`config.mk`:
```
export PLATFORM = sky130hd
export DESIGN_NAME = d_egress_arbiter
export DESIGN_NICKNAME = d
export VERILOG_FILES = /design/src/rtl/d_egress_arbiter.sv
export SDC_FILE = /design/constraint.sdc
export NUM_CORES = 1
export LEC_CHECK = 0
export CAP_MARGIN = 20
export CORE_UTILIZATION = 30
export DETAILED_ROUTE_END_ITERATION = 8
export PLACE_DENSITY = 0.68
export RECOVER_POWER = 25
export SYNTH_ARGS = -nofsm -noshare
export SYNTH_HDL_FRONTEND = slang
export SYNTH_SLANG_ARGS = --single-unit
```
`constraint.sdc`:
```
create_clock -name clk -period 2.3 [get_ports clk]
set_input_delay 0.46 -clock clk [delete_from_list [all_inputs] [get_ports clk]]
set_output_delay 0.46 -clock clk [all_outputs]
set_load 0.05 [all_outputs]
```
`src/rtl/d_egress_arbiter.sv`:
```
// d_egress_arbiter: drains the two destination FIFOs round-robin into a single
// valid/ready stream tagged with its source, and counts delivered words per source.
module d_egress_arbiter #(
  parameter int BW    = 6,
  parameter int CNT_W = 8
) (
  input  logic             clk,
  input  logic             reset,
  input  logic             active_in,
  input  logic             error_in,
  input  logic             D0_empty,
  input  logic             D1_empty,
  input  logic [BW-1:0]    D0_data_out,
  input  logic [BW-1:0]    D1_data_out,
  output logic             D0_rd,
  output logic             D1_rd,
  output logic [BW-1:0]    out_data,
  output logic             out_src,
  output logic             out_valid,
  input  logic             out_ready,
  output logic [CNT_W-1:0] cnt_D0,
  output logic [CNT_W-1:0] cnt_D1,
  output logic [1:0]       state_out,
  output logic             idle_out
);

  typedef enum logic [1:0] {
    IDLE  = 2'd0,
    RUN   = 2'd1,
    ERROR = 2'd2
  } state_t;

  state_t state;
  state_t state_next;

  logic          inflight;
  logic          inflight_src;
  logic          last_grant;
  logic [1:0]    occ;
  logic          rd_ptr;
  logic          wr_ptr;
  logic [BW-1:0] buf_data [0:1];
  logic          buf_src  [0:1];

  logic          push;
  logic          pop;
  logic [2:0]    credit_sum;
  logic          credit_ok;
  logic          elig0;
  logic          elig1;
  logic          issue;
  logic          grant_src;

  always_ff @(posedge clk or posedge reset) begin
    if (reset) begin
      state <= IDLE;
    end else begin
      state <= state_next;
    end
  end

  always_comb begin
    state_next = state;
    unique case (state)
      IDLE:    if (active_in) state_next = RUN;
      RUN: begin
        if (error_in)       state_next = ERROR;
        else if (!active_in) state_next = IDLE;
      end
      ERROR:   state_next = ERROR;
      default: state_next = IDLE;
    endcase
  end

  assign push      = inflight;
  assign out_valid = (occ != 2'd0);
  assign pop       = out_valid & out_ready;
  assign out_data  = buf_data[rd_ptr];
  assign out_src   = buf_src[rd_ptr];

  // Count the landing read against the buffer now, so a stalled output never overflows it.
  assign credit_sum = {1'b0, occ} + {2'b00, inflight} - {2'b00, pop};
  assign credit_ok  = (credit_sum < 3'd2);
  assign elig0      = !D0_empty;
  assign elig1      = !D1_empty;

  always_comb begin
    issue     = 1'b0;
    grant_src = 1'b0;
    if (state == RUN && credit_ok) begin
      if (elig0 && elig1) begin
        issue     = 1'b1;
        grant_src = ~last_grant;
      end else if (elig0) begin
        issue     = 1'b1;
        grant_src = 1'b0;
      end else if (elig1) begin
        issue     = 1'b1;
        grant_src = 1'b1;
      end
    end
  end

  assign D0_rd = issue & ~grant_src;
  assign D1_rd = issue & grant_src;

  always_ff @(posedge clk or posedge reset) begin
    if (reset) begin
      inflight     <= 1'b0;
      inflight_src <= 1'b0;
      last_grant   <= 1'b1;
    end else begin
      inflight <= issue;
      if (issue) begin
        inflight_src <= grant_src;
        last_grant   <= grant_src;
      end
    end
  end

  // At full occupancy a push only coincides with a pop, so overwriting the head slot is safe.
  always_ff @(posedge clk or posedge reset) begin
    if (reset) begin
      occ         <= 2'd0;
      rd_ptr      <= 1'b0;
      wr_ptr      <= 1'b0;
      buf_data[0] <= '0;
      buf_data[1] <= '0;
      buf_src[0]  <= 1'b0;
      buf_src[1]  <= 1'b0;
    end else begin
      if (push) begin
        buf_data[wr_ptr] <= inflight_src ? D1_data_out : D0_data_out;
        buf_src[wr_ptr]  <= inflight_src;
        wr_ptr           <= ~wr_ptr;
      end
      if (pop) begin
        rd_ptr <= ~rd_ptr;
      end
      unique case ({push, pop})
        2'b10:   occ <= occ + 2'd1;
        2'b01:   occ <= occ - 2'd1;
        default: occ <= occ;
      endcase
    end
  end

  always_ff @(posedge clk or posedge reset) begin
    if (reset) begin
      cnt_D0 <= '0;
      cnt_D1 <= '0;
    end else if (pop) begin
      if (out_src) cnt_D1 <= cnt_D1 + CNT_W'(1);
      else         cnt_D0 <= cnt_D0 + CNT_W'(1);
    end
  end

  assign state_out = state;
  assign idle_out  = !inflight && (occ == 2'd0) && D0_empty && D1_empty;

endmodule

```
======== Yosys cells after proc, flatten, opt, wreduce, memory -nomap -nowiden ========
Index checks and enable logic that the tools add are counted.
cells by class
  add/subtract/negate cells ............... 6
  order comparisons ....................... 4
  equality and inequality tests ........... 6
  multiplexer cells ....................... 25
  bitwise logic cells ..................... 10
  reduce and logical (&&, ||, !) cells .... 16
operators by type and width
  operator                                                     number
  2-to-1 mux 6 bit                                             5
  adder 8 x 1 -> 8 bit (second input constant)                 2
  bitwise mux 12 bit                                           1
  2-to-1 mux 1 bit                                             11
  demux 6 bit (select 1 bit)                                   1
  logical AND 1 bit                                            6
  2-to-1 mux 2 bit                                             3
  case mux 2 bit (3 select lines)                              1
  AND reduction 2 bit                                          3
  inverter 1 bit                                               5
  == test 2 x 1 -> 1 bit (second input constant)               2
  == test 2 bit (second input constant)                        2
  >= comparator 2 bit (second input constant)                  2
  zero test 2 bit                                              2
  inverter 1 -> 2 bit                                          2
  case mux 2 bit (2 select lines)                              1
  nonzero test 2 bit                                           2
  adder 2 x 1 -> 3 bit                                         1
  bitwise AND 1 bit                                            3
  zero test 1 bit                                              3
  less-than comparator 3 x 2 -> 1 bit (second input constant)  1
  inequality test 3 bit (second input constant)                1
  subtractor 3 x 1 -> 3 bit                                    1
  adder 2 x 1 -> 2 bit (second input constant)                 1
  other kinds (5)                                              5
storage, ports and cells
  register bits ........................... 39
  input port bits ......................... 19
  output and inout bits ................... 29
  word-level logic and storage cells ...... 80

======== Logic depth before layout (Yosys ltp) ========
Gate-level depths: netlist (run 1).
  word-level depth ........................ 8
  mapped depth ............................ 9
  mapped depth without buffers ............ 9

======== Least setup slack after synthesis (run 1) ========
Ideal clock, no wire load.
  kind .................................... register to output
  start point ............................. register occ[1]
  end point ............................... output D0_rd
  arrival time ............................ 2.752 ns
  required time ........................... 1.840 ns
  setup slack ............................. -0.912 ns
  stages on the path, launching flop included .. 9
  buffers on the path ..................... 0
  cell sequence ........................... dfrtp_1 nand2_1 nor2_1 a21oi_1 nand2b_1 fa_1 xnor2_1 nand3_1 nor3_1
between the ends
  longest elaborated chain between the ends .. 8
  elaborated cells on any way between the ends .. 10
  classes of those cells .................. add/sub (2); order compare (1); mux (2); bitwise (3); reduce/logical (2)
RTL lines
  element                                                                       line  source
  start: declaration                                                            39    logic [1:0] occ;
  start signal: assignment                                                      141   2'b10: occ <= occ + 2'd1;
  start signal: assignment                                                      142   2'b01: occ <= occ - 2'd1;
  parallel branches: the longest is 2 deep, another holds adder 2 x 1 -> 3 bit  n/a
  subtractor 3 x 1 -> 3 bit *                                                   82    assign credit_sum = {1'b0, occ} + {2'b00, inflight} - {2'b00, pop};
  less-than comparator 3 x 2 -> 1 bit *                                         83    assign credit_ok = (credit_sum < 3'd2);
  logical AND 1 bit *                                                           90    if (state == RUN && credit_ok) begin
  2-to-1 mux 1 bit                                                              90
  inverter 1 bit                                                                104   assign D0_rd = issue & ~grant_src;
  bitwise AND 1 bit *                                                           104
  end: declaration                                                              15    output logic D0_rd,
Every way passes the cells marked *.

======== Worst setup path after layout (run 1) ========
  start point ............................. input out_ready
  end point ............................... output D1_rd
between the ends
  longest elaborated chain between the ends .. 6
  elaborated cells on any way between the ends .. 7
  classes of those cells .................. add/sub (1); order compare (1); mux (2); bitwise (2); reduce/logical (1)
RTL lines
  element                                line  source
  start: declaration                     20    input logic out_ready,
  bitwise AND 1 bit *                    77    assign pop = out_valid & out_ready;
  subtractor 3 x 1 -> 3 bit *            82
  less-than comparator 3 x 2 -> 1 bit *  83
  logical AND 1 bit *                    90
  2-to-1 mux 1 bit                       90
  bitwise AND 1 bit *                    105   assign D1_rd = issue & grant_src;
  end: declaration                       16    output logic D1_rd,
Every way passes the cells marked *; elsewhere a longest branch is shown, timed or not.

==> flow_metrics.py, run 1 <==
metrics = {
    "synthesis": {
        "syn_area_mm2": 0.00183,
        "synth_cell_types": 29,
        "synth-xor-area-share": 0.0862,
        "ys_seq_area_frac": 0.534,
        "synth_compound_area_frac": 0.0691,
        "muxShareOfSynthArea": 0.0985,
        "synth-simple-area-share": 0.154,
        "syn_nets": 185,
        "ys_ff_latch": 39,
        "synth_top_family_by_area": "simple AND/OR/NAND/NOR gates",
        "netlist_instances": 163,
        "synthAdderAreaFrac": 0.0246,
        "syn_area_per_cell_um2": 11.2,
        "synth_warnings": 0,
    },
    "critical_path": {
        "critPathSlowestCell": "fa_2",
        "critPathMaxStageDelay_ps": 350,
        "critPathCaptureType": "output pin",
        "worstPathCellList": "clkdlybuf4s15_2 > nand2_2 > nor2_4 > a21oi_2 > nand2b_4 > fa_2 > xnor2_2 > nand3_4 > or2_4 > a21oi_4 > buf_12",
        "critPathLaunchType": "input port",
        "r2r_cells": 10,
        "crit_required_ps": 1840,
        "crit_type": "in -> out",
        "r2r_setup_slack_ps": 310,
        "r2r-end": "last_grant",
        "arrival_ps": 2180,
        "critical_path_peak_fanout": 3,
        "r2r-start": "occ[1]",
    },
    "global_routing": {
        "grt_max_degree": 40,
        "antenna_found_initial": 0,
        "overflow": 0,
        "grt_pass1_vias": 1326,
        "track_usage": 0.120,
        "grt_pass1_wl_mm": 5.93,
    },
    "sta": {
        "fin_crit_sh": 1.15,
        "slew_headroom": 0.352,
        "finalWorstSetupSlack_ps": -341,
        "finalHoldViolations": 0,
        "rsz0062_at_grt": "yes",
        "hold_ws_ps": 476,
        "finalMaxSlewViolations": 0,
        "worst_pin_slew_ps": 972,
        "tns_ps": -640,
        "finalSetupViolations": 2,
        "fmax_mhz": 379,
        "skew_ps": 8.32,
        "period_minus_slack_ps": 2640,
    },
    "power_and_ir_drop": {
        "p_int_mw": 0.994,
        "p_seq_frac": 0.551,
        "total_power_mw": 1.24,
        "pwr-share-comb": 0.053,
        "pwr-share-clk": 0.395,
        "switching_power_mw": 0.249,
        "ir_worst_vdd_mv": 0.194,
        "p_leak_nw": 1.18,
        "power_density_mw_per_mm2": 468,
        "power_switching_share": 0.200,
    },
    "layout": {
        "fin_util": 0.452,
        "nFillCells": 578,
        "nets": 246,
        "final_cells": 300,
        "area_growth_pct": 45.3,
        "drive_gt1_frac": 0.240,
        "fin_area_mm2": 0.00266,
        "diodes": 0,
    },
    "detailed_routing": {
        "viasPerCell": 4.53,
        "dr_wl_met2_mm": 1.78,
        "wl_per_cell_um": 11.8,
        "ant_nets": 0,
        "wirelength_mm": 3.53,
        "drt_iter0_markers": 69,
        "route.met3.wl_um": 153,
        "top_layer_used": "met4",
        "met1_length_mm": 1.58,
        "drc_errors": 0,
        "vias": 1359,
        "drtPass1Iterations": 4,
    },
    "cts": {
        "path_clk_slew_ps": 80,
        "cts_buffer_depth": 2,
        "clock_latency_ps": 280,
        "cts_buffers": 5,
        "htree_levels": 2,
        "cts-root-buf": "clkbuf_8",
        "cts_tree": "built",
        "cts.sinks": 39,
    },
    "hold_path": {
        "hp-class": "reg -> reg",
        "min_from": "cnt_D0[7]",
        "holdPathEnd": "cnt_D0[7]",
        "hold_path_depth": 1,
    },
    "die": {
        "placementRows": 28,
        "start_util": 0.311,
        "core_mm2": 0.00589,
        "io_pins": 48,
        "die_w_um": 80.1,
        "die_h_um": 80.1,
        "design.die.area_mm2": 0.00641,
    },
    "place": {
        "dp.cells": 290,
        "io_buffers": 47,
        "routabilityCongestion": 0.692,
        "placed_area_mm2": 0.00252,
        "dp_slack_ps": -659,
        "place_hpwl_mm": 2.58,
    },
    "job": {
        "maxCapViolations": 0,
    },
    "run_status": {
        "violations": "setup timing",
        "status": "complete, but fails checks",
    },
}
==> sequential cells by signal, summed over array words and instances (netlist names) <==
register      cells
buf_data         12
buf_src           2
cnt_D0            8
cnt_D1            8
inflight          1
inflight_src      1
last_grant        1
occ               2
rd_ptr            1
state_out         2
wr_ptr            1
==> per-layer routing <==
metal	GRT usage	vias to the layer above
met5	0	-
met4	0.0321	0
met3	0.0341	2
met2	0.204	25
met1	0.149	657
li1	-	675
==> power by group through the flow <==
| stage | logic [mW] | registers, mW | clock network (mW) |
|---|---|---|---|
| after floorplan | 0.0214 | 0.699 | 0 |
| after global placement | 0.0678 | 0.699 | 0 |
| after detailed placement | 0.0691 | 0.699 | 0 |
| after CTS | 0.0694 | 0.685 | 0.517 |
| after global routing | 0.0738 | 0.685 | 0.544 |
| final | 0.0663 | 0.686 | 0.492 |
==> synthesized netlist by cell type, drive strengths merged <==
library cell	instances	area (um^2)
and2	1	6.26
clkbuf	3	11.3
nor2b	2	20.0
a21oi	12	60.1
nand4	4	25.0
and4	3	26.3
nand2	14	52.6
buf	3	27.5
ha	2	25.0
or2	2	12.5
nand2b	3	18.8
nor3	4	31.3
nor2	9	33.8
dfrtp	38	951
and3	4	25.0
nand3	6	30.0
dfstp	1	26.3
mux2	10	120
mux2i	6	60.1
fa	1	20.0
inv	6	22.5
o21ai	11	66.3
xor2	3	26.3
xnor2	15	131
==> cells by family after synthesis <==
logic type      count (synthesis)
simple gates                   52
flops                          39
buf+inv                        12
compound gates                 23
fa+ha+maj                       3
mux                            16
xor+xnor                       18
==> how the worst max path moves through the flow <==
stage | start | depth (start not counted) | slack [ps] | end
after floorplan | occ[1] | 8 | -240 | D1_rd
after global placement | out_ready | 10 | -630 | D1_rd
after detailed placement | out_ready | 11 | -660 | D0_rd
after CTS | occ[1] | 10 | -410 | D1_rd
after global routing | occ[1] | 10 | -410 | D1_rd
final | out_ready | 11 | -340 | D1_rd
==> final cells by class <==
cell class                      count  area [um^2]  area share
Sequential cell                    39          978       0.368
Multi-Input combinational cell    112          865       0.325
Timing Repair Buffer               60          598       0.225
Clock buffer                        8          100      0.0377
Tap cell                           75         93.8      0.0353
Inverter                            6         22.5     0.00847
==> worst max-delay path: cells and delay by family <==
family / cells / cell delay (ps)
AO/OA/AOI/OAI: 2 / 170
XOR/XNOR: 1 / 180
buffers and inverters: 2 / 350
AND/OR/NAND/NOR: 5 / 660
adder cells (fa/ha/maj): 1 / 350
==> timing repair <==
item / 4_1_cts / 5_1_grt
gates resized for setup: 5 / 6
hold buffers: 0 / 0
pin swaps: 5 / 2
endpoints found under the setup margin: 4 / 6
setup buffers: 1 / 1
==> cells in the final DEF (no fill, tap or decap), types with 2 or more instances in the layout <==
cell type / synthesis / final
mux2_4: 2 / 2
nor3_4: 1 / 2
and4_1: 3 / 3
buf_12: 0 / 3
nand2b_1: 3 / 2
clkbuf_8: 0 / 7
nand4_1: 4 / 4
dlygate4sd3_1: 0 / 2
a21oi_1: 12 / 10
mux2i_1: 6 / 6
and3_1: 4 / 4
dlymetal6s2s_1: 0 / 4
nand2_1: 14 / 13
dfrtp_1: 38 / 37
xnor2_1: 15 / 14
inv_1: 6 / 6
clkdlybuf4s50_1: 0 / 33
mux2_2: 8 / 8
xor2_1: 3 / 3
buf_4: 0 / 15
ha_1: 2 / 2
o21ai_0: 10 / 10
nor2_1: 9 / 8
nand3_1: 6 / 5
(Power assumes the default switching activity.)
==> inputs of run 2 (changes only) <==
- TNS_END_PERCENT: unset -> 5
==> run 2 against run 1 <==
Compared with the run above: the run still ends with setup timing left; final cell count rose by 3.7%; combinational power rose by 3.6%; hold slack got worse by 3.3 ps; sequential cell count did not move; critical path depth fell by 3; critical path type is now reg -> out.
==> flow_metrics.py, run 2 (synthesized netlist as in run 1, its figures left out) <==
metrics = {
    "run_status": {
        "status": "complete, but fails checks",
        "violations": "setup timing",
    },
    "critical_path": {
        "r2r_setup_slack_ps": -350,
        "critical_path_peak_fanout": 4,
        "cp.depth": 8,
        "path_buf_inv": 1,
        "critPathLaunchType": "register",
        "r2r-start": "occ[0]",
        "r2r-end": "inflight",
        "arrival_ps": 2200,
        "cp_top_family": "simple AND/OR/NAND/NOR gates",
        "critPathMaxStageDelay_ps": 520,
        "crit_start": "occ[0]",
        "worstPathCellList": "nor2_4 > a21oi_2 > nand2b_4 > fa_2 > nand3_2 > or2_4 > a21oi_4 > buf_12",
        "critical_path.endpoint": "D1_rd",
        "critPathCaptureType": "output pin",
        "crit_required_ps": 1840,
        "r2r_cells": 15,
        "crit_type": "reg -> out",
        "critPathSlowestCell": "fa_2",
    },
    "layout": {
        "reg_top3": "buf_data x12, cnt_D0 x8, cnt_D1 x8",
        "nFillCells": 546,
        "fin_area_mm2": 0.00274,
        "area_growth_pct": 49.9,
        "register_area_um2": 980,
        "diodes": 0,
        "drive_gt1_frac": 0.292,
        "top_register": "buf_data",
        "multi_input_area_um2": 856,
        "fin_util": 0.466,
        "nets": 257,
        "largest_reg_flops": 12,
        "final_cell_mix": "36 x dfrtp_1, 36 x clkdlybuf4s50_1, 26 x buf_4",
    },
    "power_and_ir_drop": {
        "power_switching_share": 0.192,
        "ir_worst_vdd_mv": 0.195,
        "switching_power_mw": 0.254,
        "pwr-share-comb": 0.052,
        "pwr-share-clk": 0.432,
        "p_leak_nw": 1.23,
        "power_density_mw_per_mm2": 484,
        "p_seq_frac": 0.516,
        "p_int_mw": 1.07,
        "total_power_mw": 1.33,
    },
    "cts": {
        "cts-root-buf": "clkbuf_8",
        "cts_buffers": 5,
        "cts.sinks": 39,
        "htree_levels": 2,
        "path_clk_slew_ps": 70,
        "ctsHoldBuffers": 0,
        "clock_latency_ps": 280,
        "cts_tree": "built",
        "cts_buffer_depth": 2,
    },
    "detailed_routing": {
        "viasPerCell": 4.49,
        "drt_iter0_markers": 49,
        "drtPass1Iterations": 4,
        "vias": 1397,
        "wirelength_mm": 3.65,
        "ant_nets": 0,
        "drc_errors": 0,
        "wl_per_cell_um": 11.7,
    },
    "die": {
        "die_w_um": 80.1,
        "core_mm2": 0.00589,
        "io_pins": 48,
        "design.die.area_mm2": 0.00641,
        "placementRows": 28,
        "start_util": 0.311,
        "die_h_um": 80.1,
    },
    "global_routing": {
        "track_usage": 0.126,
        "grt_pass1_wl_mm": 6.17,
        "grt_max_degree": 40,
        "antenna_found_initial": 0,
        "grt_pass1_vias": 1315,
        "overflow": 0,
    },
    "sta": {
        "finalSetupViolations": 3,
        "period_minus_slack_ps": 2660,
        "finalHoldViolations": 0,
        "worst_pin_slew_ps": 942,
        "rsz0062_at_grt": "yes",
        "slew_headroom": 0.372,
        "finalWorstSetupSlack_ps": -362,
        "fmax_mhz": 376,
        "fin_crit_sh": 1.16,
        "skew_ps": 3.59,
        "finalMaxSlewViolations": 0,
    },
    "hold_path": {
        "hp-class": "reg -> reg",
    },
    "place": {
        "routabilityCongestion": 0.716,
        "io_buffers": 47,
        "place_hpwl_mm": 2.53,
        "placed_area_mm2": 0.00250,
    },
    "job": {
        "maxCapViolations": 0,
    },
}
==> run 2: cell types whose count changed in the layout (fill, tap and decap cells not counted), sizes merged <==
cell / previous run / this run
bufinv: 0 / 1
dlymetal6s2s: 4 / 0
clkinv: 0 / 1
buf: 18 / 30
clkbuf: 9 / 7
clkdlybuf4s50: 33 / 36
==> run 2: power groups by stage <==
stage | sequential (mW) | clock (mW) | combinational [mW]
floorplan | 0.699 | 0 | 0.0212
global placement | 0.699 | 0 | 0.0689
detailed placement | 0.699 | 0 | 0.0703
CTS | 0.685 | 0.599 | 0.0719
global route | 0.685 | 0.632 | 0.0775
finish | 0.685 | 0.573 | 0.0687
==> run 2: repair_timing <==
item                       in CTS  in global routing
setup endpoints to repair       3                  3
resized for setup              12                  2
pin swaps                       6                  5
buffers inserted               10                  2
==> run 2: final cells by class <==
type | instances | area share
Sequential cell | 39 | 0.357
Multi-Input combinational cell | 112 | 0.312
Timing Repair Buffer | 71 | 0.245
Tap cell | 75 | 0.0342
Clock buffer | 6 | 0.0301
Clock inverter | 2 | 0.0128
Inverter | 6 | 0.00822
==> run 2: per-layer routing <==
metal	vias up	global-route usage	wire, um
li1	699	-	-
met1	655	0.161	1600
met2	37	0.208	1780
met3	6	0.0352	203
met4	0	0.0375	53
met5	-	0	0
==> run 2: metrics by stage <==
stage	std cells	setup TNS, ps	hold slack [ps]	worst slack (ps)
global placement	291	-1790	458	-645
floorplan	163	-634	446	-272
finish	311	-1040	473	-362
global route	311	-1340	489	-453
detailed placement	291	-1920	463	-677
CTS	309	-1040	477	-400
==> run 2: worst reg2reg max path: stages, from the launching register on <==
cell and delay (ps):
dfrtp_2 450, nor2_4 140, a21oi_2 50, nand2b_4 140
fa_2 520, nand3_2 90, buf_4 150, buf_4 130
buf_4 120, buf_4 120, buf_4 120, buf_4 120
buf_4 120, buf_4 120, buf_4 120, a21oi_2 90
==> run 2: worst min-delay path by stage <==
stage	start	to	cells after the start	slack (ps)
2_1_floorplan	buf_data[10]	buf_data[10]	2	450
6_report	wr_ptr	wr_ptr	1	470
3_5_place_dp	wr_ptr	wr_ptr	1	460
3_3_place_gp	buf_data[11]	buf_data[11]	2	460
5_1_grt	wr_ptr	wr_ptr	1	490
4_1_cts	wr_ptr	wr_ptr	1	480
==> inputs of run 3 (changes only) <==
- ABC_AREA: unset -> 1
- PLACE_DENSITY: 0.68 -> 0.66
==> run 3 against run 2 <==
Compared with the run above: the run still ends with setup timing left; clock skew is 0.65 ps higher; hold slack better by 9.8 ps; power grew to 3.1 times the previous value; synthesized area is 13% higher; die area is 13% higher; design area is 6.3% higher; combinational power grew to 33 times the previous value; critical path type unchanged; first-iteration DRC count is 12% higher; sequential power is 77% higher; register-to-register slack better by 620 ps; core utilization is 1.7 points lower.
==> flow_metrics.py, run 3 <==
metrics = {
    "synthesis": {
        "ys_top_cells_by_count": "109 x nand2_1, 38 x dfrtp_1, 22 x nor2_1, 19 x inv_1, 12 x a31oi_1",
        "async_flop_share": 1.00,
        "netlist_instances": 261,
        "syn_area_per_cell_um2": 7.92,
        "synth_cell_types": 28,
        "synth_top_cells_by_area": "dfrtp_1 46%, nand2_1 20%, nor2_1 4.0%, a31oi_1 3.6%, inv_1 3.5%",
        "syn_area_mm2": 0.00207,
        "syn_nets": 283,
        "ys_ff_latch": 39,
        "synth_flop_cell": "dfrtp_1",
        "ys_seq_area_frac": 0.473,
        "synth_warnings": 0,
        "synth_edf_count": 0,
        "synth_area_leader_cell": "dfrtp_1",
        "synth_most_common_cell": "nand2_1",
        "synth_top_area_share": 0.460,
    },
    "sta": {
        "period_minus_slack_ps": 2710,
        "rsz0062_at_grt": "yes",
        "fmax_mhz": 369,
        "slew_headroom": 0.349,
        "worst_pin_slew_ps": 977,
        "fin_crit_sh": 1.18,
        "finalSetupViolations": 2,
        "finalMaxSlewViolations": 0,
        "finalWorstSetupSlack_ps": -407,
        "finalHoldViolations": 0,
        "skew_ps": 4.24,
    },
    "hold_path": {
        "hp-class": "reg -> reg",
    },
    "layout": {
        "diodes": 0,
        "final_cell_mix": "104 x nand2_1, 38 x dfrtp_1, 33 x clkdlybuf4s50_1",
        "nets": 347,
        "register_area_um2": 977,
        "layout_commonest_cell": "nand2_1",
        "area_growth_pct": 41.0,
        "top_register": "buf_data",
        "largest_reg_flops": 12,
        "multi_input_area_mm2": 0.00100,
        "drive_gt1_frac": 0.199,
        "fin_area_mm2": 0.00291,
        "fin_util": 0.449,
        "nFillCells": 649,
        "reg_top3": "buf_data x12, cnt_D0 x8, cnt_D1 x8",
    },
    "cts": {
        "htree_levels": 2,
        "cts_buffers": 5,
        "cts_buffer_depth": 2,
        "cts-root-buf": "clkbuf_8",
        "path_clk_slew_ps": 80,
        "ctsHoldBuffers": 0,
        "clock_latency_ps": 280,
        "cts.sinks": 39,
        "cts_tree": "built",
    },
    "power_and_ir_drop": {
        "pwr-share-clk": 0.162,
        "ir_worst_vdd_mv": 0.645,
        "p_seq_frac": 0.295,
        "p_leak_nw": 1.38,
        "p_int_mw": 2.18,
        "power_density_mw_per_mm2": 1410,
        "switching_power_mw": 1.94,
        "power_switching_share": 0.470,
        "pwr-share-comb": 0.543,
    },
    "critical_path": {
        "crit_type": "reg -> out",
        "critical_path.endpoint": "D0_rd",
        "critPathCaptureType": "output pin",
        "r2r_cells": 13,
        "critPathMaxStageDelay_ps": 490,
        "crit_top_cell": "nand2_2",
        "arrival_ps": 2250,
        "critical_path_peak_fanout": 3,
        "r2r-end": "inflight_src",
        "crit_start": "occ[0]",
        "crit_required_ps": 1840,
        "r2r-start": "occ[0]",
        "r2r_setup_slack_ps": 270,
        "worstPathCellList": "nor2_2 > nor2_4 > nand2_2 > nand2_2 > inv_2 > nand2_2 > fa_1 > nand2_1 > nor2_2 > nand3_2 > nor2_4 > buf_12",
        "critPathSlowestCell": "fa_1",
        "critPathLaunchType": "register",
    },
    "detailed_routing": {
        "ant_nets": 0,
        "wl_per_cell_um": 10.8,
        "vias": 1810,
        "wirelength_mm": 4.34,
        "drtPass1Iterations": 4,
        "drc_errors": 0,
        "drt_iter0_markers": 55,
        "viasPerCell": 4.49,
    },
    "die": {
        "core_mm2": 0.00649,
        "start_util": 0.318,
        "die_h_um": 85.0,
        "design.die.area_mm2": 0.00723,
        "placementRows": 29,
        "io_pins": 48,
        "die_w_um": 85.0,
    },
    "global_routing": {
        "antenna_found_initial": 0,
        "track_usage": 0.135,
        "grt_pass1_wl_mm": 7.84,
        "grt_pass1_vias": 1740,
        "grt_max_degree": 40,
        "overflow": 0,
    },
    "place": {
        "io_buffers": 47,
        "routabilityCongestion": 0.828,
        "place_hpwl_mm": 3.13,
        "placed_area_mm2": 0.00271,
        "dp_slack_ps": -592,
    },
    "run_status": {
        "violations": "setup timing",
        "status": "complete, but fails checks",
    },
    "job": {
        "maxCapViolations": 0,
    },
}
## run 3: timing repair
| action | CTS | global route |
|---|---|---|
| setup buffers | 2 | 2 |
| gates resized for setup | 7 | 8 |
| pin swaps | 9 | 11 |
| endpoints found under the setup margin | 2 | 3 |
## run 3: worst min-delay path by stage
stage                     slack [ps]  depth (start not counted)       start    endpoint
after global placement           450                          2  last_grant  last_grant
after CTS                        490                          2  last_grant  last_grant
after global routing             510                          2  last_grant  last_grant
after floorplan                  440                          2  last_grant  last_grant
after detailed placement         480                          2  last_grant  last_grant
final                            480                          2  last_grant  last_grant
## run 3: final cells by class
type / count / area share
tap: 77 / 0.0331
clock inverter: 2 / 0.0206
multi-input combinational: 192 / 0.343
inverter: 24 / 0.0348
sequential: 39 / 0.335
clock buffer: 6 / 0.0249
timing repair buffer: 63 / 0.208
## run 3: cell families after synthesis
family                     after synthesis  share of synthesized area
adders and majority gates                3                     0.0218
buffers and inverters                   30                     0.0726
DFF                                     39                      0.473
and+or+nand+nor                        160                      0.340
AOI/OAI and AO/OA                       23                     0.0642
xor gates and xnor gates                 6                     0.0291
## run 3: power groups by stage
stage | Combinational, mW | Sequential (mW) | Clock, mW
after floorplan | 1.27 | 1.46 | 0
after global placement | 2.13 | 1.22 | 0
after detailed placement | 2.16 | 1.23 | 0
after CTS | 2.20 | 1.22 | 0.693
after global routing | 2.44 | 1.26 | 0.722
final | 2.24 | 1.21 | 0.667
## run 3: per-layer routing
layer / wire length (um) / global-route usage / up-vias
met5: 0 / 0 / -
met1: 1970 / 0.173 / 806
met3: 209 / 0.0292 / 6
li1: - / - / 943
met4: 41 / 0.0401 / 0
met2: 2110 / 0.229 / 55
## run 3: stage by stage
stage	TNS (ps)	cells	total power, mW	hold slack [ps]
2_1_floorplan	-411	261	2.73	444
3_3_place_gp	-1460	391	3.35	451
3_5_place_dp	-1610	391	3.39	478
4_1_cts	-886	401	4.11	488
5_1_grt	-1030	403	4.42	512
6_report	-764	403	4.12	483
## run 3: worst max-delay path, delay by kind of cell (launching register included)
family                   cells  cell delay [ps]
flip-flops                   1              420
AND/OR/NAND/NOR              9              850
adder cells (fa/ha/maj)      1              490
buffers and inverters        2              200
